--- src/rtl/intpol2_mc_ctrl_fsm_if.sv ---
// rtl/intpol2_mc_ctrl_fsm_if.sv - FIFO handshake, config and datapath strobe bundle for the intpol2 controller
interface intpol2_mc_ctrl_fsm_if #(
   parameter int NCH        = 2,
   parameter int MAX_L_LOG2 = 4
);
   localparam int LW = $clog2(MAX_L_LOG2 + 1);
   localparam int CW = (NCH > 1) ? $clog2(NCH) : 1;

   logic                  start;
   logic                  stop_req;
   logic                  bypass;
   logic [LW-1:0]         l_log2;
   logic                  Empty;
   logic                  Afull;
   logic                  busy;
   logic                  Read_Enable;
   logic                  Write_Enable;
   logic                  op_1;
   logic                  Ld_p1_xi;
   logic                  en_sum;
   logic                  en_stream;
   logic                  sel_mult;
   logic                  stop_empty;
   logic                  stop_Afull;
   logic                  done;
   logic                  clear;
   logic [CW-1:0]         ch_idx;
   logic [MAX_L_LOG2-1:0] phase;

   modport master (
      input  start, stop_req, bypass, l_log2, Empty, Afull,
      output busy, Read_Enable, Write_Enable, op_1, Ld_p1_xi, en_sum, en_stream,
             sel_mult, stop_empty, stop_Afull, done, clear, ch_idx, phase
   );

   modport slave (
      output start, stop_req, bypass, l_log2, Empty, Afull,
      input  busy, Read_Enable, Write_Enable, op_1, Ld_p1_xi, en_sum, en_stream,
             sel_mult, stop_empty, stop_Afull, done, clear, ch_idx, phase
   );
endinterface

--- src/rtl/intpol2_mc_ctrl_fsm.sv ---
// rtl/intpol2_mc_ctrl_fsm.sv - multichannel, runtime-L control FSM for the 2nd-order polynomial interpolator
module intpol2_mc_ctrl_fsm #(
   parameter int NCH        = 2,
   parameter int MAX_L_LOG2 = 4,
   parameter int PRELOAD_N  = 3
) (
   input  logic                   clk,
   input  logic                   rst,
   intpol2_mc_ctrl_fsm_if.master  bus
);
   localparam int LW = $clog2(MAX_L_LOG2 + 1);
   localparam int CW = (NCH > 1) ? $clog2(NCH) : 1;
   localparam int RW = $clog2(PRELOAD_N * NCH + 1);

   typedef enum logic [3:0] {
      S_IDLE, S_PRELOAD, S_COEF, S_LDP, S_OUT, S_FDONE, S_FETCH, S_SHIFT, S_BYPASS, S_CLEAR
   } state_t;

   state_t                state, state_nx;
   logic [LW-1:0]         l_q;
   logic [CW-1:0]         ch_q;
   logic [MAX_L_LOG2-1:0] ph_q;
   logic [RW-1:0]         rd_cnt;
   logic                  stop_lat;

   logic [LW-1:0]         l_clamp;
   logic [MAX_L_LOG2:0]   l_full;
   logic                  ph_last, ch_last, rd_acc, rd_last, sample_cfg, stop_pend;

   assign l_clamp    = (bus.l_log2 > LW'(MAX_L_LOG2)) ? LW'(MAX_L_LOG2) : bus.l_log2;
   assign l_full     = (MAX_L_LOG2+1)'(1) << l_q;
   assign ph_last    = ({1'b0, ph_q} == (l_full - (MAX_L_LOG2+1)'(1)));
   assign ch_last    = (ch_q == CW'(NCH - 1));
   assign rd_acc     = bus.Read_Enable & ~bus.Empty;
   assign rd_last    = (state == S_PRELOAD) ? (rd_cnt == RW'(PRELOAD_N * NCH - 1))
                                            : (rd_cnt == RW'(NCH - 1));
   assign sample_cfg = (bus.start & (state == S_IDLE)) | (~bus.start & (state == S_CLEAR));
   assign stop_pend  = stop_lat | bus.stop_req;
   assign bus.ch_idx = ch_q;
   assign bus.phase  = ph_q;

   always_ff @(posedge clk) begin
      if (rst) begin
         state <= S_IDLE;
      end else begin
         state <= state_nx;
      end
   end

   // Counters and latch; start anywhere wipes them so a restart begins from channel 0, phase 0.
   always_ff @(posedge clk) begin
      if (rst) begin
         l_q      <= '0;
         ch_q     <= '0;
         ph_q     <= '0;
         rd_cnt   <= '0;
         stop_lat <= 1'b0;
      end else begin
         if (sample_cfg) l_q <= l_clamp;
         if (bus.start) begin
            ch_q     <= '0;
            ph_q     <= '0;
            rd_cnt   <= '0;
            stop_lat <= 1'b0;
         end else begin
            if (bus.busy) stop_lat <= stop_lat | bus.stop_req;
            case (state)
               S_PRELOAD, S_FETCH: if (rd_acc) rd_cnt <= rd_last ? '0 : rd_cnt + RW'(1);
               S_OUT: begin
                  if (!bus.Afull) begin
                     if (ph_last) begin
                        ph_q <= '0;
                        if (!ch_last) ch_q <= ch_q + CW'(1);
                     end else begin
                        ph_q <= ph_q + MAX_L_LOG2'(1);
                     end
                  end
               end
               S_FDONE: begin
                  ch_q <= '0;
                  if (stop_pend) stop_lat <= 1'b0;
               end
               S_BYPASS: if (stop_pend) stop_lat <= 1'b0;
               default: ;
            endcase
         end
      end
   end

   always_comb begin
      state_nx         = state;
      bus.busy         = (state != S_IDLE) && (state != S_CLEAR);
      bus.Read_Enable  = 1'b0;
      bus.Write_Enable = 1'b0;
      bus.op_1         = 1'b0;
      bus.Ld_p1_xi     = 1'b0;
      bus.en_sum       = 1'b0;
      bus.en_stream    = 1'b0;
      bus.sel_mult     = 1'b0;
      bus.stop_empty   = 1'b0;
      bus.stop_Afull   = 1'b0;
      bus.done         = 1'b0;
      if (bus.start && (state != S_IDLE)) begin
         state_nx = S_CLEAR;
      end else begin
         unique case (state)
            S_IDLE:  if (bus.start) state_nx = bus.bypass ? S_BYPASS : S_PRELOAD;
            S_CLEAR: state_nx = bus.bypass ? S_BYPASS : S_PRELOAD;
            S_PRELOAD, S_FETCH: begin
               bus.Read_Enable = ~bus.Empty;
               bus.stop_empty  = bus.Empty;
               if (rd_acc && rd_last) state_nx = (state == S_PRELOAD) ? S_COEF : S_SHIFT;
            end
            S_COEF: begin
               bus.op_1 = 1'b1;
               state_nx = S_LDP;
            end
            S_LDP: begin
               bus.Ld_p1_xi = 1'b1;
               state_nx     = S_OUT;
            end
            S_OUT: begin
               bus.sel_mult = 1'b1;
               if (bus.Afull) begin
                  bus.stop_Afull = 1'b1;
               end else begin
                  bus.Write_Enable = 1'b1;
                  if (!ph_last) begin
                     bus.en_sum = 1'b1;
                     state_nx   = S_LDP;
                  end else begin
                     state_nx = ch_last ? S_FDONE : S_COEF;
                  end
               end
            end
            S_FDONE: begin
               bus.done = 1'b1;
               state_nx = stop_pend ? S_IDLE : S_FETCH;
            end
            S_SHIFT: begin
               bus.en_stream = 1'b1;
               state_nx      = S_COEF;
            end
            S_BYPASS: begin
               // Read and write fire together, so nothing is in flight once the edge passes.
               bus.Read_Enable  = ~bus.Empty & ~bus.Afull;
               bus.Write_Enable = ~bus.Empty & ~bus.Afull;
               bus.stop_empty   = bus.Empty;
               bus.stop_Afull   = bus.Afull;
               if (stop_pend) state_nx = S_IDLE;
            end
            default: state_nx = S_IDLE;
         endcase
      end
      bus.clear = bus.start | bus.done;
   end
endmodule

--- src/flat_wrapper.sv ---
// flat-port wrapper written by rule: the top's interface ports become plain ports
module intpol2_mc_ctrl_fsm_flat 
#(
   parameter int NCH        = 2,
   parameter int MAX_L_LOG2 = 4,
   parameter int PRELOAD_N  = 3
)
  (clk, rst, bus_start, bus_stop_req, bus_bypass, bus_l_log2, bus_Empty, bus_Afull, bus_busy, bus_Read_Enable, bus_Write_Enable, bus_op_1, bus_Ld_p1_xi, bus_en_sum, bus_en_stream, bus_sel_mult, bus_stop_empty, bus_stop_Afull, bus_done, bus_clear, bus_ch_idx, bus_phase);
  intpol2_mc_ctrl_fsm_if #(.NCH(NCH), .MAX_L_LOG2(MAX_L_LOG2)) bus_i ();
  input  logic clk;
  input  logic rst;
  input wire logic [$bits(bus_i.start)-1:0] bus_start;
  input wire logic [$bits(bus_i.stop_req)-1:0] bus_stop_req;
  input wire logic [$bits(bus_i.bypass)-1:0] bus_bypass;
  input wire logic [$bits(bus_i.l_log2)-1:0] bus_l_log2;
  input wire logic [$bits(bus_i.Empty)-1:0] bus_Empty;
  input wire logic [$bits(bus_i.Afull)-1:0] bus_Afull;
  output wire logic [$bits(bus_i.busy)-1:0] bus_busy;
  output wire logic [$bits(bus_i.Read_Enable)-1:0] bus_Read_Enable;
  output wire logic [$bits(bus_i.Write_Enable)-1:0] bus_Write_Enable;
  output wire logic [$bits(bus_i.op_1)-1:0] bus_op_1;
  output wire logic [$bits(bus_i.Ld_p1_xi)-1:0] bus_Ld_p1_xi;
  output wire logic [$bits(bus_i.en_sum)-1:0] bus_en_sum;
  output wire logic [$bits(bus_i.en_stream)-1:0] bus_en_stream;
  output wire logic [$bits(bus_i.sel_mult)-1:0] bus_sel_mult;
  output wire logic [$bits(bus_i.stop_empty)-1:0] bus_stop_empty;
  output wire logic [$bits(bus_i.stop_Afull)-1:0] bus_stop_Afull;
  output wire logic [$bits(bus_i.done)-1:0] bus_done;
  output wire logic [$bits(bus_i.clear)-1:0] bus_clear;
  output wire logic [$bits(bus_i.ch_idx)-1:0] bus_ch_idx;
  output wire logic [$bits(bus_i.phase)-1:0] bus_phase;
  assign bus_i.start = bus_start;
  assign bus_i.stop_req = bus_stop_req;
  assign bus_i.bypass = bus_bypass;
  assign bus_i.l_log2 = bus_l_log2;
  assign bus_i.Empty = bus_Empty;
  assign bus_i.Afull = bus_Afull;
  assign bus_busy = bus_i.busy;
  assign bus_Read_Enable = bus_i.Read_Enable;
  assign bus_Write_Enable = bus_i.Write_Enable;
  assign bus_op_1 = bus_i.op_1;
  assign bus_Ld_p1_xi = bus_i.Ld_p1_xi;
  assign bus_en_sum = bus_i.en_sum;
  assign bus_en_stream = bus_i.en_stream;
  assign bus_sel_mult = bus_i.sel_mult;
  assign bus_stop_empty = bus_i.stop_empty;
  assign bus_stop_Afull = bus_i.stop_Afull;
  assign bus_done = bus_i.done;
  assign bus_clear = bus_i.clear;
  assign bus_ch_idx = bus_i.ch_idx;
  assign bus_phase = bus_i.phase;
  intpol2_mc_ctrl_fsm #(.NCH(NCH), .MAX_L_LOG2(MAX_L_LOG2), .PRELOAD_N(PRELOAD_N)) u_core (.clk(clk), .rst(rst), .bus(bus_i));
endmodule
--- config.mk ---
export PLATFORM = sky130hd
export DESIGN_NAME = intpol2_mc_ctrl_fsm_flat
export DESIGN_NICKNAME = d
export VERILOG_FILES = /design/src/rtl/intpol2_mc_ctrl_fsm_if.sv /design/src/rtl/intpol2_mc_ctrl_fsm.sv /design/src/flat_wrapper.sv
export SDC_FILE = /design/constraint.sdc
export NUM_CORES = 1
export LEC_CHECK = 0
export CAP_MARGIN = 20
export CORE_ASPECT_RATIO = 0.8
export CORE_UTILIZATION = 46
export CTS_BUF_LIST = sky130_fd_sc_hd__clkbuf_8
export DETAILED_ROUTE_END_ITERATION = 10
export PLACE_DENSITY = 0.78
export SYNTH_ARGS = -nofsm -noshare
export SYNTH_HDL_FRONTEND = slang
export SYNTH_SLANG_ARGS = --single-unit
--- constraint.sdc ---
create_clock -name clk -period 1.8 [get_ports clk]
set_input_delay 0.45 -clock clk [delete_from_list [all_inputs] [get_ports clk]]
set_output_delay 0.45 -clock clk [all_outputs]
set_load 0.05 [all_outputs]
==> metrics.cfg, run 1 <==
[outcome]
haltStage = global routing
outcome = stopped before the end
stop_error = [ERROR DPL-0038] Utilization greater than 100%, impossible to legalize

[die]
fp.dieH_um = 46.6
rows = 15
io_pins = 27
die_w_um = 57.8
initial_core_util_pct = 50.8

[logic_synthesis]
syn_nets = 165
synthArstFlopShare_pct = 0
synth_cells = 154
synth-edff-count = 0
syn_area_mm2 = 0.00114
syn_area_per_cell_um2 = 7.43
ys_seq_area_share_pct = 28.0
yosysWarningCount = 0
ys.flop_type = dfxtp_1
ys_top_cells_by_area = dfxtp_1, a21oi_1, nor2_1
synth_area_leader_cell = dfxtp_1
ys_ff_latch = 16
ys_types = 43
yosysTopAreaCellShare_pct = 28.0

[place]
place_congestion = 0.900
hpwlAfterDp_mm = 2.89
pre_cts_slack_ns = -0.514
place_area_mm2 = 0.00184
dp.cells = 228
io_buffers = 26

[sta]
worst_endpoint_kind = primary output
worstEndpointGrtRepair = bus_en_sum

[clock_network]
numCtsBuffers = 3
cts_buffer_depth = 2
cts_max_level = 1
cts-root-buf = clkbuf_8
cts.sinks = 16

[grt]
grt_max_degree = 11

==> cell usage after synthesis, types with 2 or more instances <==
| cell | n |
|---|---|
| or3b_1 | 2 |
| inv_1 | 5 |
| nor3_1 | 8 |
| a21oi_1 | 19 |
| nand2b_1 | 3 |
| nand3b_1 | 3 |
| nand4b_1 | 2 |
| nor2_1 | 19 |
| nor4b_1 | 3 |
| a211oi_1 | 2 |
| o21ai_0 | 7 |
| o31ai_1 | 4 |
| mux2i_1 | 3 |
| xnor2_1 | 2 |
| or4_1 | 2 |
| nand2_1 | 9 |
| nor2b_1 | 2 |
| nand3_1 | 2 |
| clkbuf_1 | 5 |
| a31oi_1 | 5 |
| dfxtp_1 | 16 |
| buf_2 | 2 |
| or2_1 | 2 |
| o21ai_1 | 8 |
==> timing repair <==
action | CTS
gates cloned | 0
setup endpoints to repair | 19
setup buffers | 9
hold buffers | 0
pin swaps | 18
gates resized for setup | 46
==> cell families after synthesis <==
group / count (synthesis) / share of synthesized area, %
flops: 16 / 28.0
simple gates: 67 / 35.3
mux: 3 / 2.62
buf+inv: 14 / 5.46
xor+xnor: 3 / 2.30
fa+ha+maj: 1 / 1.09
compound gates: 50 / 25.2
==> per-stage QoR <==
stage | hold WS, ns | utilization (%)
4_1_cts | 0.519 | 93.0
3_5_place_dp | 0.496 | 81.5
2_1_floorplan | 0.457 | -
3_3_place_gp | 0.477 | 81.5
==> run 2, diff against run 1 <==
--- a/config.mk
+++ b/config.mk
@@ -6,11 +6,10 @@
 export NUM_CORES = 1
 export LEC_CHECK = 0
 export CAP_MARGIN = 20
-export CORE_ASPECT_RATIO = 0.8
-export CORE_UTILIZATION = 46
-export CTS_BUF_LIST = sky130_fd_sc_hd__clkbuf_8
+export CORE_AREA = 2 2 63 65
 export DETAILED_ROUTE_END_ITERATION = 10
-export PLACE_DENSITY = 0.78
+export DIE_AREA = 0 0 65 67
+export PLACE_DENSITY_LB_ADDON = 0.15
 export SYNTH_ARGS = -nofsm -noshare
 export SYNTH_HDL_FRONTEND = slang
 export SYNTH_SLANG_ARGS = --single-unit
==> constraint.sdc (replaced) <==
create_clock -name clk -period 2.35 [get_ports clk]
set_input_delay 0.5875 -clock clk [delete_from_list [all_inputs] [get_ports clk]]
set_output_delay 0.5875 -clock clk [all_outputs]
set_load 0.05 [all_outputs]
==> run 2 against run 1 <==
The flow now finishes, with violations (negative setup slack); area after synthesis is the same; synthesized cell count unchanged.
==> metrics.cfg, run 2 <==
[routing]
antenna_left = 0
dr.pass1.iters = 4
drtIter0Drc = 66
vias_per_cell = 5.37
wl_per_cell_um = 13.9
drc = 0
finalWirelength_mm = 3.38
num_vias = 1304

[sta]
setup_viol = 1
hold_viol_final = 0
worst_pin_slew_ns = 0.490
holdWs_ns = 0.507
fin_ws_ns = -0.00419
finalMaxSlewViolations = 0
relSlewSlack_pct = 67.2
finalCritPeriodShare_pct = 100
rsz0062_at_grt = yes
fmax_mhz = 425
final.setup_skew_ns = 0.00604
finalCriticalPeriod_ns = 2.35

[grt]
grt_pass1_wl_mm = 5.81
grt_pass1_vias = 1232
track_usage_pct = 16.9
grt.overflow.total = 0
grt_max_degree = 14
antenna_found_initial = 0

[job]
drv_cap = 0

[setup_path]
crit_chain = or4_4 -> a21oi_2 -> o211a_2 -> nand2b_4 -> nor2_2 -> buf_6
critical_path.max_fanout = 3
reg2reg_slack_ns = 0.38
cpPeakStageDelay_ns = 0.53
r2r-start = u_core.state[0]
reg2reg_to = u_core.state[2]
required_ns = 1.76
setup.worst_path.class = flip-flop to output port
critPathSlowestCell = or4_4
r2r_cells = 8
cp-end-kind = output port
worstPathArrival_ns = 1.77
cp-start-kind = flip-flop

[logic_synthesis]
yosysWarningCount = 0  ; unchanged
synthArstFlopShare_pct = 0  ; unchanged
synth_cells = 154  ; unchanged
ys_ff_latch = 16  ; unchanged
ys_top_cells_by_area = dfxtp_1, a21oi_1, nor2_1  ; unchanged
ys.flop_type = dfxtp_1  ; unchanged
yosysTopAreaCellShare_pct = 28.0  ; unchanged
synth-edff-count = 0  ; unchanged
ys_types = 43  ; unchanged
syn_area_per_cell_um2 = 7.43  ; unchanged
ys_top_cells_by_count = a21oi_1, nor2_1, dfxtp_1, nand2_1  ; unchanged
ys_seq_area_share_pct = 28.0  ; unchanged
syn_area_mm2 = 0.00114  ; unchanged
synth_area_leader_cell = dfxtp_1  ; unchanged
syn_nets = 165  ; unchanged

[finish]
final_area_mm2 = 0.00178
postLayoutCoreUtil_pct = 49.4
final_common_cell = buf_4
seq_area_um2 = 327
layoutNonFillerInstCount = 243
final_cell_mix = buf_4, nor2_1, a21oi_1, clkdlybuf4s50_1
synthToLayoutAreaGrowth_pct = 55.7
nFillCells = 361
final_nets = 207
multiInputGateArea_um2 = 803
diodes = 0
drive_above_1_share_pct = 28.2

[clock_network]
insertion_delay_ns = 0.25
postCtsHoldBufs = 0  ; unchanged
cts_tree = built
cts-root-buf = clkbuf_8  ; unchanged
cts.reportedPaths.clkPinSlew_ns = 0.07
numCtsBuffers = 3  ; unchanged
cts_buffer_depth = 2  ; unchanged
cts.sinks = 16  ; unchanged
cts_max_level = 1  ; unchanged

[power_and_ir_drop]
max-vdd-ir-drop_mv = 0.710
leakagePower_nw = 0.662
powerDensity_mw_per_mm2 = 940
p_total_mw = 1.68

[min_path]
min_from = u_core.l_q[1]
hp-class = flip-flop to flip-flop
whs_path_depth = 2
holdPathEnd = u_core.l_q[1]

[die]
io_pins = 27  ; unchanged
fp.dieH_um = 67  ; was 46.6 um
coreArea_mm2 = 0.00361
die_w_um = 65  ; was 57.8 um
rows = 22  ; was 15
die_area_mm2 = 0.00436
initial_core_util_pct = 31.7  ; was 50.8%

[place]
dp.cells = 237  ; was 228
io_buffers = 26  ; unchanged
place_congestion = 0.841  ; was 0.900
hpwlAfterDp_mm = 2.57  ; was 2.89 mm
place_area_mm2 = 0.00168  ; was 0.00184 mm2

[outcome]
outcome = finished with violations  ; was stopped before the end
failed_checks = negative setup slack

-- run 2: worst max path at each step --
| stage | start | slack, ns | endpoint | depth (start not counted) |
|---|---|---|---|---|
| after floorplan | u_core.state[1] | -0.34 | bus_done | 4 |
| after CTS | u_core.state[1] | 0.002 | bus_Read_Enable | 5 |
| after detailed placement | bus_start | -0.08 | bus_done | 4 |
| after global placement | bus_start | -0.05 | bus_done | 4 |
| final | u_core.bus.phase[0] | -0.004 | bus_en_sum | 6 |
| after global routing | u_core.bus.phase[0] | -0.06 | bus_en_sum | 6 |
-- run 2: where the power goes --
group          internal (mW)  switching [mW]
logic                  0.480           0.584
registers              0.310          0.0572
clock network          0.149          0.0960
-- run 2: area by class of cell --
type	count	area share (%)
Clock buffer	4	3.09
Inverter	5	1.05
Multi-Input combinational cell	124	45.1
Sequential cell	16	18.3
Tap cell	48	3.37
Timing Repair Buffer	46	29.1
-- run 2: metrics by stage --
step | setup TNS, ns | setup WS [ns]
global route | -0.0587 | -0.0587
detailed placement | -0.294 | -0.0827
finish | -0.00419 | -0.00419
CTS | 0 | 0.00197
global placement | -0.189 | -0.0549
floorplan | -1.02 | -0.339
-- run 2: routing by layer --
layer,GRT usage [%],routed length [um],vias to the layer above
li1,-,-,642
met1,22.3,1560,617
met2,28.6,1650,43
met3,2.36,157,2
met4,5.05,13,0
met5,0,0,-
-- run 2: critical path, delay by kind of cell (launching register included) --
kind | cells | cell delay (ns)
and+or+nand+nor | 3 | 0.70
buffers and inverters | 1 | 0.14
AOI/OAI and AO/OA | 2 | 0.35
DFF | 1 | 0.32
-- run 2: cells by family (layout without fill, tap and decap cells) --
group / after synthesis / in the layout / share of synthesized area [%]
AO/OA/AOI/OAI: 50 / 50 / 25.2
XOR/XNOR: 3 / 3 / 2.30
adder cells (fa/ha/maj): 1 / 1 / 1.09
buffers and inverters: 14 / 55 / 5.46
flip-flops: 16 / 16 / 28.0
multiplexers: 3 / 3 / 2.62
AND/OR/NAND/NOR: 67 / 67 / 35.3
-- run 2: what timing repair did --
item | 4_1_cts | 5_1_grt
resized for setup | 8 | 4
pin swaps | 4 | 2
buffers inserted | 0 | 2
setup endpoints to repair | 6 | 4
No activity file was read; power rests on OpenSTA's default activity.
